--- config.mk ---
export PLATFORM = sky130hd
export DESIGN_NAME = multi_queue_linked_list_fifo_flat
export DESIGN_NICKNAME = d
export VERILOG_FILES = /design/src/rtl/multi_queue_linked_list_fifo_if.sv /design/src/rtl/multi_queue_linked_list_fifo.sv /design/src/flat_wrapper.sv
export SDC_FILE = /design/constraint.sdc
export NUM_CORES = 1
export LEC_CHECK = 0
export BUFFER_PORTS_ARGS = -buffer_cell sky130_fd_sc_hd__buf_2
export CELL_PAD_IN_SITES_DETAIL_PLACEMENT = 0
export CELL_PAD_IN_SITES_GLOBAL_PLACEMENT = 1
export CORE_AREA = 2 2 153 140
export DETAILED_ROUTE_END_ITERATION = 10
export DIE_AREA = 0 0 155 142
export PLACE_DENSITY_LB_ADDON = 0.2
export SETUP_SLACK_MARGIN = 0.15
export SYNTH_ARGS = -nofsm -noshare
export SYNTH_HDL_FRONTEND = slang
export SYNTH_SLANG_ARGS = --single-unit
export TNS_END_PERCENT = 10
--- constraint.sdc ---
create_clock -name clk -period 5.1 [get_ports clk]
set_input_delay 1.53 -clock clk [delete_from_list [all_inputs] [get_ports clk]]
set_output_delay 1.53 -clock clk [all_outputs]
set_load 0.02 [all_outputs]
--- src/rtl/multi_queue_linked_list_fifo_if.sv ---
// Handshake bundle for the shared-buffer multi-queue FIFO: push/pop requests
// from the master, per-queue status and head data back from the slave.
interface multi_queue_linked_list_fifo_if #(
    parameter int WIDTH     = 8,
    parameter int DEPTH     = 8,
    parameter int NUM_FIFOS = 4,
    parameter int SEL_WIDTH = $clog2(NUM_FIFOS),
    parameter int CNT_WIDTH = $clog2(DEPTH + 1)
);
    logic                           push;
    logic [SEL_WIDTH-1:0]           push_sel;
    logic [WIDTH-1:0]               data_in;
    logic                           pop;
    logic [SEL_WIDTH-1:0]           pop_sel;
    logic [WIDTH-1:0]               data_out;
    logic [NUM_FIFOS-1:0]           empty;
    logic [NUM_FIFOS-1:0]           full;
    logic [NUM_FIFOS*CNT_WIDTH-1:0] count;
    logic [CNT_WIDTH-1:0]           free_count;
    logic                           push_err;
    logic                           pop_err;

    modport master (
        output push, push_sel, data_in, pop, pop_sel,
        input  data_out, empty, full, count, free_count, push_err, pop_err
    );

    modport slave (
        input  push, push_sel, data_in, pop, pop_sel,
        output data_out, empty, full, count, free_count, push_err, pop_err
    );
endinterface

--- src/rtl/multi_queue_linked_list_fifo.sv ---
// NUM_FIFOS logical FIFOs sharing one DEPTH-entry array; every queue and the
// free pool are singly linked lists threaded through a common next-pointer table.
module multi_queue_linked_list_fifo #(
    parameter int WIDTH        = 8,
    parameter int DEPTH        = 8,
    parameter int NUM_FIFOS    = 4,
    parameter int MAX_PER_FIFO = DEPTH,
    parameter int PTR_WIDTH    = $clog2(DEPTH),
    parameter int SEL_WIDTH    = $clog2(NUM_FIFOS),
    parameter int CNT_WIDTH    = $clog2(DEPTH + 1)
) (
    input logic clk,
    input logic rst,
    multi_queue_linked_list_fifo_if.slave bus
);

    localparam logic [CNT_WIDTH-1:0] MAX_CNT = CNT_WIDTH'(MAX_PER_FIFO);
    localparam logic [CNT_WIDTH-1:0] ONE     = CNT_WIDTH'(1);

    logic [WIDTH-1:0]     mem  [DEPTH];
    logic [PTR_WIDTH-1:0] nxt  [DEPTH];
    logic [PTR_WIDTH-1:0] head [NUM_FIFOS];
    logic [PTR_WIDTH-1:0] tail [NUM_FIFOS];
    logic [CNT_WIDTH-1:0] cnt  [NUM_FIFOS];
    logic [PTR_WIDTH-1:0] free_head;
    logic [PTR_WIDTH-1:0] free_tail;
    logic [CNT_WIDTH-1:0] free_cnt;
    logic                 push_err_q;
    logic                 pop_err_q;

    logic [PTR_WIDTH-1:0] head_n [NUM_FIFOS];
    logic [PTR_WIDTH-1:0] tail_n [NUM_FIFOS];
    logic [CNT_WIDTH-1:0] cnt_n  [NUM_FIFOS];
    logic [PTR_WIDTH-1:0] free_head_n;
    logic [PTR_WIDTH-1:0] free_tail_n;
    logic [CNT_WIDTH-1:0] free_cnt_n;
    logic [CNT_WIDTH-1:0] free_left;

    logic                 qlink_we;
    logic [PTR_WIDTH-1:0] qlink_addr;
    logic [PTR_WIDTH-1:0] qlink_data;
    logic                 flink_we;
    logic [PTR_WIDTH-1:0] flink_addr;
    logic [PTR_WIDTH-1:0] flink_data;

    logic [NUM_FIFOS-1:0]           empty_v;
    logic [NUM_FIFOS-1:0]           full_v;
    logic [NUM_FIFOS*CNT_WIDTH-1:0] count_v;
    logic                           push_ok;
    logic                           pop_ok;
    logic                           push_same;
    logic [PTR_WIDTH-1:0]           alloc_e;
    logic [PTR_WIDTH-1:0]           rel_e;

    always_comb begin
        count_v = '0;
        for (int q = 0; q < NUM_FIFOS; q++) begin
            empty_v[q] = (cnt[q] == '0);
            full_v[q]  = (cnt[q] == MAX_CNT) || (free_cnt == '0);
            count_v[q*CNT_WIDTH +: CNT_WIDTH] = cnt[q];
        end
    end

    assign push_ok   = bus.push && !full_v[bus.push_sel];
    assign pop_ok    = bus.pop && !empty_v[bus.pop_sel];
    assign push_same = push_ok && pop_ok && (bus.push_sel == bus.pop_sel);
    assign alloc_e   = free_head;
    assign rel_e     = head[bus.pop_sel];
    assign free_left = push_ok ? free_cnt - ONE : free_cnt;

    always_comb begin
        head_n      = head;
        tail_n      = tail;
        cnt_n       = cnt;
        free_head_n = free_head;
        free_tail_n = free_tail;
        free_cnt_n  = free_cnt;
        qlink_we    = 1'b0;
        qlink_addr  = '0;
        qlink_data  = '0;
        flink_we    = 1'b0;
        flink_addr  = '0;
        flink_data  = '0;

        if (push_ok) begin
            if (empty_v[bus.push_sel]) begin
                head_n[bus.push_sel] = alloc_e;
            end else begin
                qlink_we   = 1'b1;
                qlink_addr = tail[bus.push_sel];
                qlink_data = alloc_e;
            end
            tail_n[bus.push_sel] = alloc_e;
            cnt_n[bus.push_sel]  = cnt_n[bus.push_sel] + ONE;
            free_head_n          = nxt[free_head];
        end

        if (pop_ok) begin
            // A one-entry queue that is pushed and popped together has no
            // committed successor link yet, so the new head is the fresh entry.
            if (push_same && cnt[bus.pop_sel] == ONE)
                head_n[bus.pop_sel] = alloc_e;
            else
                head_n[bus.pop_sel] = nxt[rel_e];
            cnt_n[bus.pop_sel] = cnt_n[bus.pop_sel] - ONE;
            // Released entry joins the free tail, after any same-cycle allocation.
            if (free_left == '0) begin
                free_head_n = rel_e;
            end else begin
                flink_we   = 1'b1;
                flink_addr = free_tail;
                flink_data = rel_e;
            end
            free_tail_n = rel_e;
        end

        if (push_ok && !pop_ok)
            free_cnt_n = free_cnt - ONE;
        else if (pop_ok && !push_ok)
            free_cnt_n = free_cnt + ONE;
    end

    // ---- state update at the clock edge ----
    always_ff @(posedge clk) begin
        if (rst) begin
            for (int q = 0; q < NUM_FIFOS; q++) begin
                head[q] <= '0;
                tail[q] <= '0;
                cnt[q]  <= '0;
            end
            for (int i = 0; i < DEPTH; i++)
                nxt[i] <= PTR_WIDTH'((i + 1) % DEPTH);
            free_head  <= '0;
            free_tail  <= PTR_WIDTH'(DEPTH - 1);
            free_cnt   <= CNT_WIDTH'(DEPTH);
            push_err_q <= 1'b0;
            pop_err_q  <= 1'b0;
        end else begin
            head      <= head_n;
            tail      <= tail_n;
            cnt       <= cnt_n;
            free_head <= free_head_n;
            free_tail <= free_tail_n;
            free_cnt  <= free_cnt_n;
            if (qlink_we)
                nxt[qlink_addr] <= qlink_data;
            if (flink_we)
                nxt[flink_addr] <= flink_data;
            push_err_q <= bus.push && !push_ok;
            pop_err_q  <= bus.pop && !pop_ok;
        end
    end

    always_ff @(posedge clk) begin
        if (push_ok && !rst)
            mem[alloc_e] <= bus.data_in;
    end

    assign bus.data_out   = mem[head[bus.pop_sel]];
    assign bus.empty      = empty_v;
    assign bus.full       = full_v;
    assign bus.count      = count_v;
    assign bus.free_count = free_cnt;
    assign bus.push_err   = push_err_q;
    assign bus.pop_err    = pop_err_q;

    function automatic int total_entries();
        int sum;
        sum = int'(free_cnt);
        for (int q = 0; q < NUM_FIFOS; q++)
            sum += int'(cnt[q]);
        return sum;
    endfunction

    function automatic logic caps_ok();
        logic ok;
        ok = 1'b1;
        for (int q = 0; q < NUM_FIFOS; q++)
            if (cnt[q] > MAX_CNT) ok = 1'b0;
        return ok;
    endfunction

    // Walk every queue and the free list; each entry must be owned exactly once.
    function automatic logic lists_ok();
        logic [DEPTH-1:0]     seen;
        logic                 ok;
        logic [PTR_WIDTH-1:0] p;
        seen = '0;
        ok   = 1'b1;
        for (int q = 0; q < NUM_FIFOS; q++) begin
            p = head[q];
            for (int k = 0; k < DEPTH; k++) begin
                if (k < int'(cnt[q])) begin
                    if (seen[p]) ok = 1'b0;
                    seen[p] = 1'b1;
                    p = nxt[p];
                end
            end
        end
        p = free_head;
        for (int k = 0; k < DEPTH; k++) begin
            if (k < int'(free_cnt)) begin
                if (seen[p]) ok = 1'b0;
                seen[p] = 1'b1;
                p = nxt[p];
            end
        end
        return ok && (seen == '1);
    endfunction

    a_conserve: assert property (@(posedge clk) disable iff (rst) total_entries() == DEPTH);
    a_caps:     assert property (@(posedge clk) disable iff (rst) caps_ok());
    a_lists:    assert property (@(posedge clk) disable iff (rst) lists_ok());

endmodule

--- src/flat_wrapper.sv ---
// flat-port wrapper written by rule: the top's interface ports become plain ports
module multi_queue_linked_list_fifo_flat 
#(
    parameter int WIDTH        = 8,
    parameter int DEPTH        = 8,
    parameter int NUM_FIFOS    = 4,
    parameter int MAX_PER_FIFO = DEPTH,
    parameter int PTR_WIDTH    = $clog2(DEPTH),
    parameter int SEL_WIDTH    = $clog2(NUM_FIFOS),
    parameter int CNT_WIDTH    = $clog2(DEPTH + 1)
)
  (clk, rst, bus_push, bus_push_sel, bus_data_in, bus_pop, bus_pop_sel, bus_data_out, bus_empty, bus_full, bus_count, bus_free_count, bus_push_err, bus_pop_err);
  multi_queue_linked_list_fifo_if #(.WIDTH(WIDTH), .DEPTH(DEPTH), .NUM_FIFOS(NUM_FIFOS), .SEL_WIDTH(SEL_WIDTH), .CNT_WIDTH(CNT_WIDTH)) bus_i ();
  input logic clk;
  input logic rst;
  input wire logic [$bits(bus_i.push)-1:0] bus_push;
  input wire logic [$bits(bus_i.push_sel)-1:0] bus_push_sel;
  input wire logic [$bits(bus_i.data_in)-1:0] bus_data_in;
  input wire logic [$bits(bus_i.pop)-1:0] bus_pop;
  input wire logic [$bits(bus_i.pop_sel)-1:0] bus_pop_sel;
  output wire logic [$bits(bus_i.data_out)-1:0] bus_data_out;
  output wire logic [$bits(bus_i.empty)-1:0] bus_empty;
  output wire logic [$bits(bus_i.full)-1:0] bus_full;
  output wire logic [$bits(bus_i.count)-1:0] bus_count;
  output wire logic [$bits(bus_i.free_count)-1:0] bus_free_count;
  output wire logic [$bits(bus_i.push_err)-1:0] bus_push_err;
  output wire logic [$bits(bus_i.pop_err)-1:0] bus_pop_err;
  assign bus_i.push = bus_push;
  assign bus_i.push_sel = bus_push_sel;
  assign bus_i.data_in = bus_data_in;
  assign bus_i.pop = bus_pop;
  assign bus_i.pop_sel = bus_pop_sel;
  assign bus_data_out = bus_i.data_out;
  assign bus_empty = bus_i.empty;
  assign bus_full = bus_i.full;
  assign bus_count = bus_i.count;
  assign bus_free_count = bus_i.free_count;
  assign bus_push_err = bus_i.push_err;
  assign bus_pop_err = bus_i.pop_err;
  multi_queue_linked_list_fifo #(.WIDTH(WIDTH), .DEPTH(DEPTH), .NUM_FIFOS(NUM_FIFOS), .MAX_PER_FIFO(MAX_PER_FIFO), .PTR_WIDTH(PTR_WIDTH), .SEL_WIDTH(SEL_WIDTH), .CNT_WIDTH(CNT_WIDTH)) u_core (.clk(clk), .rst(rst), .bus(bus_i));
endmodule
==> Flow_metrics.wiki, run 1 <==
{| class="wikitable"
! Metric !! Value
|-
| Hold wc startpoint || u_core.tail[3]
|-
| Endpoint of the worst hold path || u_core.tail[3]
|-
| Count of different cell masters after synthesis || 64
|-
| Maximum clock path buffer count || 2
|-
| Worst-case register-to-register setup slack || 1.67 ns
|-
| Final worst setup slack || 0.273 ns
|-
| H-Tree Depth || 4
|-
| Commonest register cell after synthesis || sky130_fd_sc_hd__edfxtp_1
|-
| Half-perimeter wire length of the detailed placement result || approximately 16000 um
|-
| Total routing usage reported by global routing || about a fifth
|-
| Arrival time reported for the critical path endpoint || roughly 3.3 ns
|-
| Cts bufs inserted || 17
|-
| Proportion of synthesized chip area in sequential cells || 47.2%
|-
| Synth cell count leaders || sky130_fd_sc_hd__edfxtp_1 (88), sky130_fd_sc_hd__nand2_1 (68), sky130_fd_sc_hd__mux2i_1 (62), sky130_fd_sc_hd__dfxtp_1 (52), sky130_fd_sc_hd__nor2_1 (52)
|-
| Setup violators final || 0
|-
| Largest cells by area after synthesis || sky130_fd_sc_hd__edfxtp_1 (34%), sky130_fd_sc_hd__dfxtp_1 (13%), sky130_fd_sc_hd__mux4_2 (10%), sky130_fd_sc_hd__mux2i_1 (8.0%), sky130_fd_sc_hd__nand2_1 (3.3%)
|-
| Core area || 20500 um^2
|-
| Classification of the worst setup path || in -> out
|-
| Worst slack at placement || 0.264 ns
|-
| Depth of the most critical reg-to-reg path || 10
|-
| Cells after Synth || 665
|-
| Number of buffers added for setup after CTS || 0
|-
| Capture instance of the worst register-to-register path || u_core.head[6]
|-
| Largest net degree at the start of global routing || 50
|-
| Antenna violations before repair || 0
|-
| DRC violations left || 0
|-
| Worst-skew pair later-pin latency || 0.42 ns
|-
| Netlist area before placement || 7800 um^2
|-
| Final clock period utilization by the worst path || ~95%
|-
| Fraction of post-synthesis cell area in the top cell type by area || ~34%
|-
| Number of inserted diodes || 0
|-
| Mean instance size in the synthesized netlist || 11.7 um^2
|-
| Number of global-route vias before repair || 5695
|-
| Result of the run || complete, no violations
|-
| Final Critical Period || 4.83 ns
|-
| Routed via count || 5775
|-
| Type of the most critical hold path || reg -> reg
|-
| Residual antenna-violating net count after detailed routing || 0
|-
| Ys Warns || 0
|-
| Worst reg2reg path startpoint || u_core.bus.count[13]
|-
| Clock Pin Slew Worst Setup and Hold Paths || around 0.07 ns
|-
| Worst slew slack as a fraction of its limit || 34.0%
|-
| Number of synthesized register bits || 140
|-
| Drt first pass iters || 4
|-
| Worst Path Max Fanout || 19
|-
| Area Overhead vs Synth || 15.8%
|-
| Required time of the critical path || 3.57 ns
|-
| CTS tree || built
|-
| Root Buffer || sky130_fd_sc_hd__clkbuf_16
|-
| Site row count || 50
|-
| Post-synthesis cell type with the largest combined area || sky130_fd_sc_hd__edfxtp_1
|-
| Area after DPL || 8420 um^2
|-
| Starting DRT DRC Count || 504
|-
| Placer Congestion || 0.942
|-
| FFs w/ async S/R, synth || 0%
|-
| Final hold violation count || 0
|-
| Count of buffers from port buffering || 53
|-
| Net Count, Synth || slightly below 700
|-
| Boundary pin count || 54
|-
| Post-cts hold buffer count || 0
|-
| Via-per-instance ratio || 5.81
|-
| Number of cells on the worst hold path || 2
|-
| Wire length per cell || 22.6 um
|-
| Number of enable flip-flop cells after synthesis || 88
|-
| CTS-repair resized insts || 0
|-
| Peak VDD IR || between 200 and 250 uV
|-
| Final instance area || 9030 um^2
|-
| Leakage power summed over all cells || 3.22 nW
|-
| Setup TNS || 0 ns
|-
| Layout fillers || 1889
|-
| Setup clock skew after layout || 0.0107 ns
|-
| Crit start category || input pin
|-
| Pins Over Slew Limit || 0
|-
| Power density of the placed cells || 363 nW/um^2
|-
| Max frequency || 207 MHz
|-
| Die Outline Area || roughly 22000 um^2
|-
| Count of maximum capacitance violations || 0
|-
| Worst-Margin Slew || slightly below 1 ns
|-
| Total congestion overflow || 0
|-
| Most frequent cell after synthesis || sky130_fd_sc_hd__edfxtp_1
|-
| Proportion of layout cells with a drive suffix above 1 || 26.0%
|-
| CP Capture Type || output port
|-
| Die extent in x || between 150 and 200 um
|-
| Initial cell density of the core || a little under two fifths
|-
| Height of the die || 142 um
|-
| First-pass GRT wire length || 34600 um
|-
| # nets final || approximately 740
|-
| Clock sink count || 140
|-
| RSZ-0062 raised after global routing || false
|-
| Post-Route WL || roughly 23000 um
|}
## area by class of cell
type	instances	area, um^2	share of cell area (%)
multi-input combinational	467	3870	42.9
sequential	140	3680	40.8
timing repair buffer	79	473	5.24
clock buffer	17	425	4.71
tap	260	325	3.60
clock inverter	15	186	2.07
inverter	16	65.1	0.721
## kinds of logic after synthesis
kind of cell / count (synthesis) / share of synthesized area (%)
adder cells (fa/ha/maj): 6 / 0.963
AND/OR/NAND/NOR: 246 / 18.3
flip-flops: 140 / 47.2
XOR/XNOR: 9 / 1.01
AO/OA/AOI/OAI: 90 / 8.01
buffers and inverters: 58 / 3.23
multiplexers: 116 / 21.3
## registers in the layout, indices dropped and copies added, names as in the netlist
register               flops
u_core.nxt                24
u_core.bus.count          16
u_core.bus.push_err        1
u_core.bus.pop_err         1
u_core.alloc_e             3
u_core.head               12
u_core.bus.free_count      4
u_core.free_tail           3
u_core.mem                64
u_core.tail               12
## critical path, stage by stage
cell and delay, ns:
sky130_fd_sc_hd__buf_2 0.17, sky130_fd_sc_hd__mux4_2 0.52, sky130_fd_sc_hd__buf_4 0.26, sky130_fd_sc_hd__mux4_2 0.47
sky130_fd_sc_hd__nand2_1 0.08, sky130_fd_sc_hd__nand2_1 0.08, sky130_fd_sc_hd__buf_2 0.16
## where the power goes
part	switching, mW	internal [mW]	leakage, nW
Clock	0.584	0.667	0.299
Sequential	0.0753	1.26	1.21
Combinational	0.434	0.252	1.72
## layout by cell type, fill, tap and decap left out, types with 16 or more instances in the layout
| cell | n |
|---|---|
| sky130_fd_sc_hd__clkbuf_16 | 17 |
| sky130_fd_sc_hd__nand2_1 | 68 |
| sky130_fd_sc_hd__o21ai_0 | 17 |
| sky130_fd_sc_hd__mux4_2 | 36 |
| sky130_fd_sc_hd__dfxtp_1 | 52 |
| sky130_fd_sc_hd__a21oi_1 | 16 |
| sky130_fd_sc_hd__edfxtp_1 | 88 |
| sky130_fd_sc_hd__nor2_1 | 52 |
| sky130_fd_sc_hd__buf_4 | 25 |
| sky130_fd_sc_hd__mux2i_1 | 62 |
| sky130_fd_sc_hd__nor3_1 | 32 |
| sky130_fd_sc_hd__buf_2 | 53 |
## through the flow
stage          total power, mW  hold slack, ns  util [%]  cells
6_report                  3.27           0.490      44.1    994
3_5_place_dp              2.04           0.478      41.1    962
4_1_cts                   3.29           0.495      44.1    994
3_3_place_gp              2.03           0.460      41.1    962
2_1_floorplan             1.81           0.449         -    665
5_1_grt                   3.40           0.518      44.1    994
## worst max-delay path by stage
stage	endpoint	slack [ns]	start	cells after the start
after floorplan	bus_data_out[3]	0.21	bus_pop_sel[1]	7
after global placement	bus_data_out[0]	0.29	bus_pop_sel[0]	7
after detailed placement	bus_data_out[0]	0.26	bus_pop_sel[0]	7
after CTS	bus_data_out[0]	0.26	bus_pop_sel[0]	7
after global routing	bus_data_out[0]	0.18	bus_pop_sel[0]	7
final	bus_data_out[0]	0.27	bus_pop_sel[0]	7
## layer usage
metal  GRT usage [%]  share of wire, %
met4            4.97              0.69
met3            4.14               6.7
met1            30.6                47
met2            32.5                46
met5               0                 0
Power figures use the tool's default switching activity.
==> run 2, diff against run 1 <==
- MAX_ROUTING_LAYER: default -> met4
- SLEW_MARGIN: default -> 0
==> run 2 against run 1 <==
Compared with the run above: cell area is the same; wire length about the same; fmax barely moved; global-route usage up 0.62 points; clock-buffer cell count did not move; first-iteration DRC count rose by 1.6%; register-to-register slack hardly changed; utilization is the same; hold slack gained 0.0014 ns; cell count is the same; die area is the same; highest routed layer unchanged; via count up 0.52%.
==> Flow_metrics.wiki, run 2 (synthesis gave the netlist of run 1 again) <==
{| class="wikitable"
! Metric !! Value
|-
| Final worst setup slack || 0.272 ns
|-
| Clock share of power || 38.2%
|-
| Site row count || 50
|-
| Area Overhead vs Synth || 15.8%
|-
| Capture instance of the worst register-to-register path || u_core.head[6]
|-
| Placer Congestion || 0.958
|-
| Total congestion overflow || 0
|-
| H-Tree Depth || 4
|-
| Count of buffers from port buffering || 53
|-
| Switch share || 33.4%
|-
| Max frequency || 207 MHz
|-
| Cts bufs inserted || 17
|-
| Worst Path Max Fanout || 19
|-
| Most common library cell in the layout ignoring fill and taps || sky130_fd_sc_hd__edfxtp_1
|-
| DRC violations left || 0
|-
| Die extent in x || roughly 160 um
|-
| Maximum clock path buffer count || 2
|-
| Root Buffer || sky130_fd_sc_hd__clkbuf_16
|-
| Die Outline Area || 22000 um^2
|-
| Boundary pin count || 54
|-
| Height of the die || 142 um
|-
| Crit start category || input pin
|-
| # nets final || about 740
|-
| Final Power || approximately 3.3 mW
|-
| Pins Over Slew Limit || 0
|-
| Number of inserted diodes || 0
|-
| Critical Path Sink || bus_data_out[2]
|-
| Worst reg2reg path startpoint || u_core.bus.count[13]
|-
| Depth of the most critical reg-to-reg path || 10
|-
| Proportion of layout cells with a drive suffix above 1 || about a quarter
|-
| Drt first pass iters || 5
|-
| Setup violators final || 0
|-
| Initial cell density of the core || 38.1%
|-
| Via-per-instance ratio || approximately 5.8
|-
| Highest-count cells in the layout ignoring fill and taps || sky130_fd_sc_hd__edfxtp_1 (88), sky130_fd_sc_hd__nand2_1 (68), sky130_fd_sc_hd__mux2i_1 (62), sky130_fd_sc_hd__buf_2 (53)
|-
| Total routing usage reported by global routing || 21.6%
|-
| Wire length per cell || 22.6 um
|-
| Post-cts hold buffer count || 0
|-
| Classification of the worst setup path || in -> out
|-
| Power density of the placed cells || 362 nW/um^2
|-
| Share of power burned in combinational logic || 21.0%
|-
| Peak VDD IR || roughly 210 uV
|-
| Result of the run || complete, no violations
|-
| Worst slack at placement || 0.264 ns
|-
| Residual antenna-violating net count after detailed routing || 0
|-
| Clock sink count || 140
|-
| Arrival time reported for the critical path endpoint || 3.30 ns
|-
| Half-perimeter wire length of the detailed placement result || 15700 um
|-
| Register with the most flip-flops || u_core.mem
|-
| CTS tree || built
|-
| Routed via count || 5805
|-
| Starting DRT DRC Count || between 500 and 600
|-
| Largest net degree at the start of global routing || 50
|-
| CTS-repair resized insts || 0
|-
| Post-Route WL || 22500 um
|-
| Critical Path Source || bus_pop_sel[0]
|-
| Setup clock skew after layout || around 0.011 ns
|-
| Flip-flop count of the largest register, all copies and words added || 64
|-
| Worst slew slack as a fraction of its limit || between 30% and 40%
|-
| Number of global-route vias before repair || between 5000 and 6000
|-
| Area after DPL || 8420 um^2
|-
| Antenna violations before repair || 0
|-
| Count of maximum capacitance violations || 0
|-
| Clock Pin Slew Worst Setup and Hold Paths || 0.07 ns
|-
| Number of buffers added for setup after CTS || 0
|-
| First-pass GRT wire length || 34500 um
|-
| Worst-case register-to-register setup slack || 1.67 ns
|-
| Setup TNS || 0 ns
|-
| Final hold violation count || 0
|-
| Worst-skew pair later-pin latency || 0.42 ns
|-
| CP Capture Type || output port
|-
| Leakage power summed over all cells || about 3.2 nW
|-
| Core area || between 20000 and 25000 um^2
|-
| Worst-Margin Slew || 0.980 ns
|-
| Final clock period utilization by the worst path || 94.7%
|-
| RSZ-0062 raised after global routing || false
|-
| Final instance area || ~9000 um^2
|-
| Required time of the critical path || between 3 and 4 ns
|-
| Switch Pwr || 1.09 mW
|-
| Final Critical Period || 4.83 ns
|-
| Core occupancy in the finished layout || 44.1%
|-
| Internal Power || between 2 and 2.5 mW
|-
| Type of the most critical hold path || reg -> reg
|-
| Sequential share of power || 40.8%
|}
-- run 2: cell counts in the layout (fill, tap and decap cells not counted) --
Identical to the previous run, type by type.
-- run 2: power by group through the flow --
stage / clock network, mW / logic [mW] / registers, mW
after floorplan: 0 / 0.470 / 1.34
after global routing: 1.32 / 0.744 / 1.34
after global placement: 0 / 0.677 / 1.36
after detailed placement: 0 / 0.682 / 1.36
after CTS: 1.27 / 0.685 / 1.33
final: 1.25 / 0.686 / 1.34
-- run 2: how the worst min path moves through the flow --
stage | slack [ns] | cells past startpoint | from | to
floorplan | 0.45 | 2 | u_core.tail[3] | u_core.tail[3]
global placement | 0.46 | 2 | u_core.tail[4] | u_core.tail[4]
detailed placement | 0.48 | 2 | u_core.tail[3] | u_core.tail[3]
CTS | 0.49 | 2 | u_core.tail[3] | u_core.tail[3]
global route | 0.52 | 2 | u_core.tail[3] | u_core.tail[3]
finish | 0.49 | 2 | u_core.tail[3] | u_core.tail[3]
-- run 2: critical path, stage by stage --
cell and delay, ns:
sky130_fd_sc_hd__buf_2 0.17, sky130_fd_sc_hd__mux4_2 0.52, sky130_fd_sc_hd__buf_4 0.26, sky130_fd_sc_hd__mux4_2 0.49
sky130_fd_sc_hd__nand2_1 0.08, sky130_fd_sc_hd__nand2_1 0.07, sky130_fd_sc_hd__buf_2 0.16
-- run 2: final cells by class --
class / count / area (um^2)
Clock inverter: 15 / 186
Timing Repair Buffer: 79 / 473
Multi-Input combinational cell: 467 / 3870
Clock buffer: 17 / 425
Fill cell: 1889 / 11400
Inverter: 16 / 65.1
Sequential cell: 140 / 3680
Tap cell: 260 / 325
-- run 2: layer usage --
layer	routed length, um	track usage, %	vias up
met5	0	-	-
met4	185	4.97	0
met3	1380	4.11	14
met2	10300	32.4	204
met1	10600	30.6	2924
li1	-	-	2663
-- run 2: metrics by stage --
stage	hold slack, ns	instances
6_report	0.491	994
5_1_grt	0.518	994
4_1_cts	0.495	994
3_5_place_dp	0.478	962
3_3_place_gp	0.460	962
2_1_floorplan	0.449	665
==> run 3, diff against run 2 <==
- ABC_AREA: default -> 1
==> run 3 against run 2 <==
Compared with the run above: first-iteration DRC count up 41%; sequential power up 7%; wire length up 13%; fmax up 0.39%; synthesized area up 0.45%; register-to-register slack better by 0.11 ns; synthesized cell count up 53%; cell area up 2.0%; worst setup slack better by 0.019 ns; combinational power up 97%; clock skew up 0.0047 ns.
==> Flow_metrics.wiki, run 3 <==
{| class="wikitable"
! Metric !! Value
|-
| Result of the run || complete, no violations
|-
| Most common library cell in the layout ignoring fill and taps || sky130_fd_sc_hd__nand2_1
|-
| Number of cells in the design after placement || 1321
|-
| Number of global-route vias before repair || 6698
|-
| CTS tree || built
|-
| Post-Route WL || 25500 um
|-
| First-pass GRT wire length || 38900 um
|-
| Number of standard cells in the layout, taps in and fillers out || roughly 1400
|-
| Arrival time reported for the critical path endpoint || 3.28 ns
|-
| Residual antenna-violating net count after detailed routing || 0
|-
| Starting DRT DRC Count || 720
|-
| Net Count, Synth || 1038
|-
| Area Overhead vs Synth || 17.6%
|-
| Maximum clock path buffer count || 2
|-
| Routed met1 length || 13000 um
|-
| Count of different cell masters after synthesis || about 40
|-
| Core area || 20500 um^2
|-
| Proportion of synthesized chip area in sequential cells || 47.0%
|-
| Post-synthesis cell type with the largest combined area || sky130_fd_sc_hd__edfxtp_1
|-
| Peak VDD IR || 197 uV
|-
| Most frequent cell after synthesis || sky130_fd_sc_hd__nand2_1
|-
| Register with the most flip-flops || u_core.mem
|-
| Compound-cell area share of the yosys netlist || 17.7%
|-
| Proportion of layout cells with a drive suffix above 1 || ~14%
|-
| Worst Path Max Fanout || 8
|-
| Critical Path, Cell by Cell || buf_2, nor2_1, inv_1, o21ai_0, a21oi_1, o21ai_2, clkinvlp_4, buf_4, nor2_1, o21ai_0, a31oi_1, buf_2
|-
| Site row count || 50
|-
| Required time of the critical path || 3.57 ns
|-
| Depth of the most critical reg-to-reg path || 14
|-
| Final-layout worst hold slack || 0.460 ns
|-
| Routed via count || around 7300
|-
| Clock sink count || 140
|-
| Number of inserted diodes || 0
|-
| Post-synthesis mux area share || 0%
|-
| Root Buffer || sky130_fd_sc_hd__clkbuf_16
|-
| Synth Area in XOR/XNOR || 0.559%
|-
| Mean instance size in the synthesized netlist || about 7.7 um^2
|-
| Wire length per cell || 18.8 um
|-
| Netlist area before placement || 7830 um^2
|-
| Final instance area || roughly 9000 um^2
|-
| Power density of the placed cells || between 400 and 500 nW/um^2
|-
| Cts bufs inserted || 17
|-
| Initial cell density of the core || 38.3%
|-
| Fraction of post-synthesis cell area in the top cell type by area || ~34%
|-
| Post-cts hold buffer count || 0
|-
| Met2 Routed Length || 10500 um
|-
| Via-per-instance ratio || 5.36
|-
| Worst-case register-to-register setup slack || approximately 1.8 ns
|-
| Flip-flop count of the largest register, all copies and words added || 64
|-
| Placer Congestion || ~0.9
|-
| Combinational family with the most area after synthesis || simple AND/OR/NAND/NOR gates
|-
| Boundary pin count || 54
|-
| Area after DPL || 8520 um^2
|-
| Count of buffers from port buffering || 53
|-
| Highest metal layer used by the detailed router || met4
|-
| Number of cells on the worst hold path || 2
|-
| FFs w/ async S/R, synth || 0%
|-
| Highest-count cells in the layout ignoring fill and taps || sky130_fd_sc_hd__nand2_1 (213), sky130_fd_sc_hd__nor2_1 (112), sky130_fd_sc_hd__inv_1 (111), sky130_fd_sc_hd__o21ai_0 (100), sky130_fd_sc_hd__edfxtp_1 (88)
|-
| Synthesized-area fraction occupied by and/or/nand/nor cells || roughly 25%
|-
| Cells after Synth || ~1000
|-
| Classification of the worst setup path || in -> out
|-
| Number of enable flip-flop cells after synthesis || 88
|-
| Pins Over Slew Limit || 0
|-
| Crit start category || input pin
|-
| Number of synthesized register bits || 140
|-
| RSZ-0062 raised after global routing || true
|-
| Synth cell count leaders || sky130_fd_sc_hd__nand2_1 (214), sky130_fd_sc_hd__inv_1 (113), sky130_fd_sc_hd__nor2_1 (112), sky130_fd_sc_hd__o21ai_0 (100), sky130_fd_sc_hd__edfxtp_1 (88)
|-
| Max frequency || 208 MHz
|-
| Half-perimeter wire length of the detailed placement result || 17700 um
|-
| Drt first pass iters || 5
|-
| Height of the die || about 140 um
|-
| Worst-skew pair later-pin latency || 0.43 ns
|-
| Type of the most critical hold path || reg -> reg
|-
| Largest stage delay on the critical path || 0.24 ns
|-
| Final Power || 4.07 mW
|-
| Die extent in x || 155 um
|-
| Largest cells by area after synthesis || sky130_fd_sc_hd__edfxtp_1 (34%), sky130_fd_sc_hd__dfxtp_1 (13%), sky130_fd_sc_hd__nand2_1 (10%), sky130_fd_sc_hd__o21ai_0 (6.4%), sky130_fd_sc_hd__inv_1 (5.4%)
|-
| H-Tree Depth || 4
|-
| Register area || 3680 um^2
|-
| Antenna violations before repair || 0
|-
| Worst-Margin Slew || ~1.0 ns
|-
| Final clock period utilization by the worst path || 94.3%
|-
| Clock Pin Slew Worst Setup and Hold Paths || roughly 0.060 ns
|-
| # nets final || 1107
|-
| Largest net degree at the start of global routing || 50
|-
| Setup clock skew after layout || between 0.015 and 0.02 ns
|-
| Worst slew slack as a fraction of its limit || about a third
|-
| Leakage power summed over all cells || 3.98 nW
|-
| CP Capture Type || output port
|-
| Routed wl met3 || roughly 1700 um
|-
| Count of maximum capacitance violations || 0
|-
| Final Critical Period || 4.81 ns
|-
| Final hold violation count || 0
|-
| Ys Warns || 0
|-
| Setup violators final || 0
|-
| DRC violations left || 0
|-
| Die Outline Area || ~22000 um^2
|-
| Adder-cell share of the synthesized area || less than 1%
|-
| Layout fillers || 2054
|-
| Commonest register cell after synthesis || sky130_fd_sc_hd__edfxtp_1
|-
| Setup TNS || 0 ns
|-
| Area of the multi-input gates || 3510 um^2
|-
| Total congestion overflow || 0
|-
| Slowest stage cell, crit path || sky130_fd_sc_hd__clkinvlp_4
|-
| Total routing usage reported by global routing || 24.0%
|}
-- run 3: cell types whose count changed after synthesis, moves of 25 or more --
cell,delta
sky130_fd_sc_hd__nor3_1,-30
sky130_fd_sc_hd__a21oi_1,+52
sky130_fd_sc_hd__mux4_2,-36
sky130_fd_sc_hd__nand2_1,+146
sky130_fd_sc_hd__nand3_1,+67
sky130_fd_sc_hd__inv_1,+100
sky130_fd_sc_hd__o21ai_1,+25
sky130_fd_sc_hd__nor2_1,+60
sky130_fd_sc_hd__o21ai_0,+83
sky130_fd_sc_hd__mux2i_1,-62
-- run 3: critical path: cells and delay by family --
family,cells,cell delay (ns)
compound gates,5,0.62
buf+inv,5,0.87
simple gates,2,0.23
-- run 3: report_power, final --
group | leakage (nW) | switching [mW] | internal [mW] | total, mW
combinational | 2.48 | 0.931 | 0.416 | 1.35
clock | 0.285 | 0.510 | 0.771 | 1.28
sequential | 1.21 | 0.126 | 1.32 | 1.44
total | 3.98 | 1.57 | 2.50 | 4.07
-- run 3: metal layers --
metal | vias up | track usage (%)
li1 | 3587 | -
met1 | 3429 | 36.6
met2 | 232 | 32.8
met3 | 24 | 4.23
met4 | 0 | 5.70
met5 | - | -
-- run 3: stage by stage --
stage	util, %	setup slack (ns)
final	45.0	0.290
after CTS	44.7	0.223
after detailed placement	41.6	0.145
after global routing	45.0	0.117
after floorplan	-	0.257
after global placement	41.6	0.217
-- run 3: what timing repair did --
| action | 4_1_cts | 5_1_grt |
|---|---|---|
| endpoints found under the setup margin | 2 | 8 |
| resized for setup | 1 | 8 |
| endpoints found under the hold margin | 0 | 0 |
| cloned | 0 | 2 |
| setup buffers | 3 | 0 |
| pin swaps | 0 | 0 |
-- run 3: cell type report --
cell class	instances	area share, %
Inverter	119	4.92
Clock buffer	18	4.66
Clock inverter	13	1.81
Tap cell	260	3.53
Multi-Input combinational cell	714	38.1
Timing Repair Buffer	93	6.97
Sequential cell	140	40.0
-- run 3: kinds of logic (layout without fill, tap and decap cells) --
| family | Yosys count | count (layout) |
|---|---|---|
| simple gates | 450 | 450 |
| compound gates | 253 | 253 |
| buf+inv | 162 | 243 |
| xor+xnor | 5 | 5 |
| flops | 140 | 140 |
| fa+ha+maj | 6 | 6 |
-- run 3: worst paths after layout --
kind | end | startpoint
setup / recovery | bus_data_out[5] | bus_pop_sel[0]
hold / removal | u_core.tail[4] | u_core.tail[4]
setup reg to reg | u_core.head[9] | u_core.bus.count[14]
hold reg to reg | u_core.tail[4] | u_core.tail[4]
